===== config.mk =====
export PLATFORM = sky130hd
export DESIGN_NAME = idx_list_ctrl
export DESIGN_NICKNAME = d
export VERILOG_FILES = /design/src/rtl/idx_list_ctrl_pkg.sv /design/src/rtl/idx_list_ctrl.sv
export SDC_FILE = /design/constraint.sdc
export NUM_CORES = 1
export LEC_CHECK = 0
export ABC_AREA = 1
export BUFFER_PORTS_ARGS = -buffer_cell sky130_fd_sc_hd__buf_2
export CAP_MARGIN = 5
export CORE_UTILIZATION = 45
export DETAILED_ROUTE_END_ITERATION = 10
export GPL_TIMING_DRIVEN = 0
export PLACE_DENSITY = 0.79
export SETUP_SLACK_MARGIN = 0.02
export SLEW_MARGIN = 0
export SYNTH_ARGS = -nofsm -noshare
export SYNTH_HDL_FRONTEND = slang
export SYNTH_SLANG_ARGS = --single-unit

===== constraint.sdc =====
create_clock -name clk -period 3.05 [get_ports clk]
set_clock_uncertainty 0.1 [all_clocks]
set_input_delay 0.61 -clock clk [delete_from_list [all_inputs] [get_ports clk]]
set_output_delay 0.61 -clock clk [all_outputs]
set_load 0.02 [all_outputs]

===== src/rtl/idx_list_ctrl_pkg.sv =====
// idx_list_ctrl_pkg: widths, depth and FSM encodings shared by the index-list controller
package idx_list_ctrl_pkg;
    localparam int IDX_W  = 8;
    localparam int ADDR_W = 5;
    localparam int DEPTH  = 32;
    typedef logic [0:0] state_t;
    localparam state_t IDXC_IDLE   = 1'b0;
    localparam state_t IDXC_STREAM = 1'b1;
endpackage


===== src/rtl/idx_list_ctrl.sv =====
// idx_list_ctrl: appends OMP support indices to regfile_idx and streams them back in order
module idx_list_ctrl
    import idx_list_ctrl_pkg::*;
#(
    parameter int IDX_WIDTH  = IDX_W,
    parameter int ADDR_WIDTH = ADDR_W,
    parameter int DEPTH      = idx_list_ctrl_pkg::DEPTH
) (
    input  logic                  clk,
    input  logic                  rst,
    input  logic                  clear,
    input  logic                  push_valid,
    output logic                  push_ready,
    input  logic [IDX_WIDTH-1:0]  push_idx,
    input  logic                  rd_start,
    output logic                  out_valid,
    input  logic                  out_ready,
    output logic [IDX_WIDTH-1:0]  out_idx,
    output logic                  out_last,
    output logic                  done,
    output logic                  busy,
    output logic [ADDR_WIDTH:0]   count,
    output logic                  rf_wr_en,
    output logic                  rf_rd_en,
    output logic [ADDR_WIDTH-1:0] rf_addr,
    output logic [IDX_WIDTH-1:0]  rf_D,
    input  logic [IDX_WIDTH-1:0]  rf_Q
);
    localparam logic [ADDR_WIDTH:0] FULL = (ADDR_WIDTH+1)'(DEPTH);
    state_t                state;
    logic [ADDR_WIDTH-1:0] rd_ptr;
    logic                  idle, go, last, push_fire, start, adv;
    assign out_idx = rf_Q;
    // a reset or clear cycle must never touch the store
    always_comb begin
        idle       = state == IDXC_IDLE;
        go         = rst & ~clear;
        last       = {1'b0, rd_ptr} == count - 1'b1;
        push_ready = idle & go & ~rd_start & (count < FULL);
        push_fire  = push_valid & push_ready;
        start      = idle & go & rd_start & (count != '0);
        adv        = ~idle & go & out_ready & ~last;
        rf_wr_en   = push_fire;
        rf_rd_en   = start | adv;
        rf_addr    = push_fire ? count[ADDR_WIDTH-1:0] : adv ? rd_ptr + 1'b1 : '0;
        rf_D       = push_fire ? push_idx : '0;
        out_valid  = ~idle;
        busy       = ~idle;
        out_last   = ~idle & last;
    end
    always_ff @(posedge clk) begin
        if (!rst || clear) begin
            state  <= IDXC_IDLE;
            count  <= '0;
            rd_ptr <= '0;
            done   <= 1'b0;
        end else begin
            done <= 1'b0;
            if (idle) begin
                if (rd_start) begin
                    rd_ptr <= '0;
                    if (count == '0) done <= 1'b1;
                    else state <= IDXC_STREAM;
                end else if (push_fire) begin
                    count <= count + 1'b1;
                end
            end else if (out_ready) begin
                if (last) begin
                    state <= IDXC_IDLE;
                    done  <= 1'b1;
                end else begin
                    rd_ptr <= rd_ptr + 1'b1;
                end
            end
        end
    end
endmodule


== Word-level counts from Yosys, hierarchy flattened ==
Index checks and enable logic that the tools add are counted.

* Bits in registers: 13
* Input port bits: 22
* Output and inout bits: 34
* Logic and storage cells: 51

* $add $sub $neg: 3
* Magnitude comparators: 1
* Equal/unequal tests: 3
* Muxes and demuxes: 17
* Bitwise operators: 16
* Reductions and logical operators: 7

{| class="wikitable"
|+ Operators by type and width
! operator !! number
|-
| $mux 5 || 6
|-
| $and 1x1->1 || 11
|-
| $mux 1 || 10
|-
| $mux 8 || 1
|-
| $add 6x1->6 const B || 1
|-
| $eq 5x6->1 || 1
|-
| $logic_not 6->1 || 1
|-
| $lt 6x6->1 const B || 1
|-
| $reduce_and 3->1 || 2
|-
| $reduce_bool 6->1 || 1
|-
| $sub 6x1->6 const B || 1
|-
| $add 5x1->5 const B || 1
|-
| $ne 2x2->1 const B || 2
|-
| $not 1->1 || 4
|-
| $reduce_bool 2->1 || 1
|-
| $logic_not 1->1 || 1
|-
| $logic_or 1x1->1 || 1
|-
| $or 1x1->1 || 1
|}

== Longest topological paths before layout ==
* Depth in word-level cells: 7
* Gate-level depth with buffers: 14
* Gate-level depth less buffers: 13

== Worst setup path before layout ==
OpenSTA, ideal clock, no wires.

* Kind: input to output
* Start point: input rd_start
* End point: output rf_addr[3]
* Arrival time: 1.915 ns
* Required time: 2.340 ns
* Path slack: 0.425 ns
* Stages on the path: 5
* Path buffers: 1
* Cell sequence: or2_4 -> nor3_4 -> nand2_4 -> buf_2 -> o21ai_0

* Longest elaborated chain between the ends: 5

{| class="wikitable"
|+ RTL lines
! element !! line !! RTL
|-
| start, declared || idx_list_ctrl.sv:15 || <nowiki>input logic rd_start,</nowiki>
|-
| $not 1->1 || idx_list_ctrl.sv:39 || <nowiki>push_ready = idle & go & ~rd_start & (count < FULL);</nowiki>
|-
| $and 1x1->1 (2 in a row) || idx_list_ctrl.sv:39 ||
|-
| net push_ready || idx_list_ctrl.sv:13 || <nowiki>output logic push_ready,</nowiki>
|-
| $and 1x1->1 || idx_list_ctrl.sv:40 || <nowiki>push_fire = push_valid & push_ready;</nowiki>
|-
| $mux 5 || idx_list_ctrl.sv:45 || <nowiki>rf_addr = push_fire ? count[ADDR_WIDTH-1:0] : adv ? rd_ptr + 1'b1 : '0;</nowiki>
|-
| end, declared || idx_list_ctrl.sv:25 || <nowiki>output logic [ADDR_WIDTH-1:0] rf_addr,</nowiki>
|}

The timed path passes the listed nets, and every way through them passes these cells.

== Worst setup path in the final report ==
* Start point: register count[0]
* End point: output rf_addr[0]

* Longest elaborated chain between the ends: 6
* Elaborated cells on any way between the ends: 9
* Classes of those cells: add/sub (1); order compare (1); eq/ne (1); mux (2); bitwise (4)

{| class="wikitable"
|+ RTL lines
! element !! line !! RTL
|-
| start, declared || idx_list_ctrl.sv:22 || <nowiki>output logic [ADDR_WIDTH:0] count,</nowiki>
|-
| start signal, assigned || idx_list_ctrl.sv:65 || <nowiki>count <= count + 1'b1;</nowiki>
|-
| $sub 6x1->6 || idx_list_ctrl.sv:38 || <nowiki>last = {1'b0, rd_ptr} == count - 1'b1;</nowiki>
|-
| $eq 5x6->1 || idx_list_ctrl.sv:38 ||
|-
| $not 1->1 || idx_list_ctrl.sv:42 || <nowiki>adv = ~idle & go & out_ready & ~last;</nowiki>
|-
| $and 1x1->1 || idx_list_ctrl.sv:42 ||
|-
| $mux 5 || idx_list_ctrl.sv:45 ||
|-
| $mux 5 * || idx_list_ctrl.sv:45 ||
|}

Every way passes the cells marked *; elsewhere a longest branch is shown, timed or not.

==> flow_metrics.py <==
metrics = {
    "worst_setup_path": {
        "path_buf_inv": 4,
        "timing.rr.start": "count[0]",
        "arrival_ps": 2170,
        "cpMaxStageDelayCell": "dfxtp_2",
        "endpoint_kind": "primary output",
        "critical_path_class": "register to primary output",
        "cp_top_family": "simple AND/OR/NAND/NOR gates",
        "critPathLaunchType": "register",
        "r2r_slack_ps": 990,
        "slowest_delay_ps": 360,
        "critPathMaxFanout": 11,
        "cp-startpoint": "count[0]",
        "crit_required_ps": 2340,
        "cp_cell_sequence": "inv_1 > buf_4 > ha_1 > inv_1 > nand2_1 > nand2_1 > nor2_1 > nand3_1 > nor2_2 > nand2_2 > nand3_1 > o21ai_0 > buf_2",
    },
    "timing": {
        "fin_crit_sh_pct": 94.5,
        "fin_tns_setup_ps": 0,
        "post-route-min-period_ps": 2880,
        "worstMarginPinSlew_ps": 449,
        "hold_viol_final": 0,
        "slew_viol_final": 0,
        "grt_setup_unrepaired": "false",
        "max_clock_freq_ghz": 0.347,
        "finalSetupViolCount": 0,
        "max_slew_margin_pct": 70.1,
        "hold_slack_ps": 425,
    },
    "synthesis": {
        "synth_top_area_share_pct": 23.1,
        "synth.most_common_cell": "nand2_1",
        "post_synth_num_cell_types": 29,
        "ys_async_sr_fraction_pct": 0,
        "synth.net_count": 213,
        "synth_cells": 187,
        "syn_avg_cell_area_um2": 6.03,
        "synth_edf_count": 0,
        "synth_seq_cells": 13,
        "seq_area_frac_synth_pct": 23.1,
        "yosysWarnings": 0,
        "yosys.area.top_type": "dfxtp_1",
        "synth_common_cells": "nand2_1 (40), inv_1 (29), nor2_1 (23)",
        "syn_area_mm2": 0.00113,
        "synthTopCellsByArea": "dfxtp_1 (23%), nand2_1 (13%), nand3_1 (9.8%)",
        "ys.flop_type": "dfxtp_1",
    },
    "flow_run": {
        "maxCapViolations": 0,
    },
    "route": {
        "via_per_inst": 4.77,
        "met2WireLength_um": 1130,
        "vias": 1273,
        "drc": 0,
        "initialDrtViolationCount": 25,
        "firstDrtPassIters": 4,
        "wl_met3_um": 205,
        "ant_nets": 0,
        "wl_met1_um": 1260,
        "wl_per_cell_um": 9.89,
        "topRoutingLayerUsed": "met4",
        "wl_um": 2640,
    },
    "pwr": {
        "clkPwrFrac_pct": 31.5,
        "ir_drop_mv": 0.222,
        "p_per_area_mw_per_mm2": 248,
        "pwr-share-comb_pct": 19.5,
        "pwr-share-seq_pct": 49.0,
        "leakagePower_nw": 0.839,
        "p_sw_share_pct": 28.9,
        "netSwitchingPower_mw": 0.103,
        "p_int_mw": 0.253,
    },
    "global_route": {
        "grt_pass1_vias": 1018,
        "antenna_found_initial": 0,
        "grt_pass1_wl_um": 4230,
        "grt_remaining_overflow": 0,
        "gr-usage-all-layers_pct": 21.1,
        "grt_max_degree": 12,
    },
    "placed_design": {
        "portBuffers": 47,
        "hpwlAfterDp_um": 2050,
        "gp_congestion": 0.855,
    },
    "floorplan": {
        "core_mm2": 0.00228,
        "die-height_um": 52.1,
        "die_w_um": 52.1,
        "start_util_pct": 49.5,
        "num_rows": 17,
        "die_area_mm2": 0.00271,
        "boundaryPins": 56,
    },
    "layout": {
        "regArea_um2": 262,
        "multiInputGateArea_um2": 647,
        "insertedDiodeCount": 0,
        "area_growth_pct": 27.5,
        "n_fill_cell": 234,
        "drive_gt1_share_pct": 32.2,
        "nets": 266,
    },
    "clocking": {
        "htree_levels": 1,
        "cts.reportedPaths.clkPinSlew_ps": 90,
        "numCtsBuffers": 3,
        "cts_tree": "yes",
        "cts.sinks": 13,
        "ctsRootBufferMaster": "clkbuf_4",
        "clk-insertion-delay-late_ps": 280,
        "cts_buffer_depth": 2,
        "cts_hold_buffers": 0,
    },
    "run_status": {
        "outcome": "finished, final reports clean",
    },
    "hold_path": {
        "hp-start": "rd_ptr[0]",
        "hold_path_class": "register to register",
    },
}
-- per-stage QoR --
stage | std cells | util, % | power (mW) | setup slack [ps] | area [um2]
final | 267 | 63.2 | 0.356 | 168 | 1440
after global routing | 267 | 63.2 | 0.374 | 21.6 | 1440
after CTS | 266 | 62.6 | 0.357 | 71.8 | 1420
after detailed placement | 262 | 61.4 | 0.248 | 386 | 1400
after global placement | 262 | 61.4 | 0.246 | 406 | 1400
after floorplan | 187 | - | 0.225 | 425 | 1130
-- cells in the final DEF (no fill, tap or decap), drive strengths merged --
master	instances
buf	62
nand2	42
inv	30
nor2	27
nand3	23
dfxtp	13
o21ai	10
a21oi	9
clkbuf	6
ha	4
nand4	3
xor2	3
nor3	2
or2	1
clkinv	1
and2	1
o21a	1
a31oi	1
-- final timing paths --
kind                 to  depth (start not counted)
max          rf_addr[0]                         13
min           rd_ptr[0]                          2
max reg2reg   rd_ptr[4]                         12
min reg2reg   rd_ptr[0]                          2
-- power by group through the flow --
stage          registers (mW)  logic, mW  clock network, mW
2_1_floorplan           0.179     0.0464                  0
5_1_grt                 0.175     0.0774              0.122
3_5_place_dp            0.178     0.0690                  0
3_3_place_gp            0.178     0.0679                  0
4_1_cts                 0.175     0.0693              0.113
6_report                0.175     0.0694              0.112
-- logic make-up after synthesis --
group                      share of synthesized area (%)
xor gates and xnor gates                            2.33
DFF                                                 23.1
adders and majority gates                           4.44
and+or+nand+nor                                     40.7
buffers and inverters                               19.8
AOI/OAI and AO/OA                                   9.66
-- registers in the layout, summed over array words and instances (netlist names) --
register,cells
count,6
rd_ptr,5
busy,1
done,1
-- layout make-up --
class | instances | share of cell area, %
Clock buffer | 4 | 1.83
Buffer | 16 | 7.48
Inverter | 31 | 8.18
Timing Repair Buffer | 48 | 16.9
Tap cell | 28 | 2.44
Multi-Input combinational cell | 127 | 45.0
Sequential cell | 13 | 18.2
-- metal layers --
| metal | track usage, % | up-vias |
|---|---|---|
| met5 | 0 | - |
| met4 | 11.7 | 0 |
| met3 | 3.22 | 5 |
| met2 | 32.3 | 60 |
| met1 | 27.9 | 534 |
| li1 | - | 674 |
-- worst min-delay path, stage by stage, from the launching register on --
cell and delay, ps:
dfxtp_1 360, nand3_1 90, nand2_1 40
-- repair_timing --
action | in CTS | in global routing
endpoints found under the setup margin | 0 | 7
resized for setup | 0 | 4
buffers inserted | 0 | 1
(Power assumes the default switching activity.)
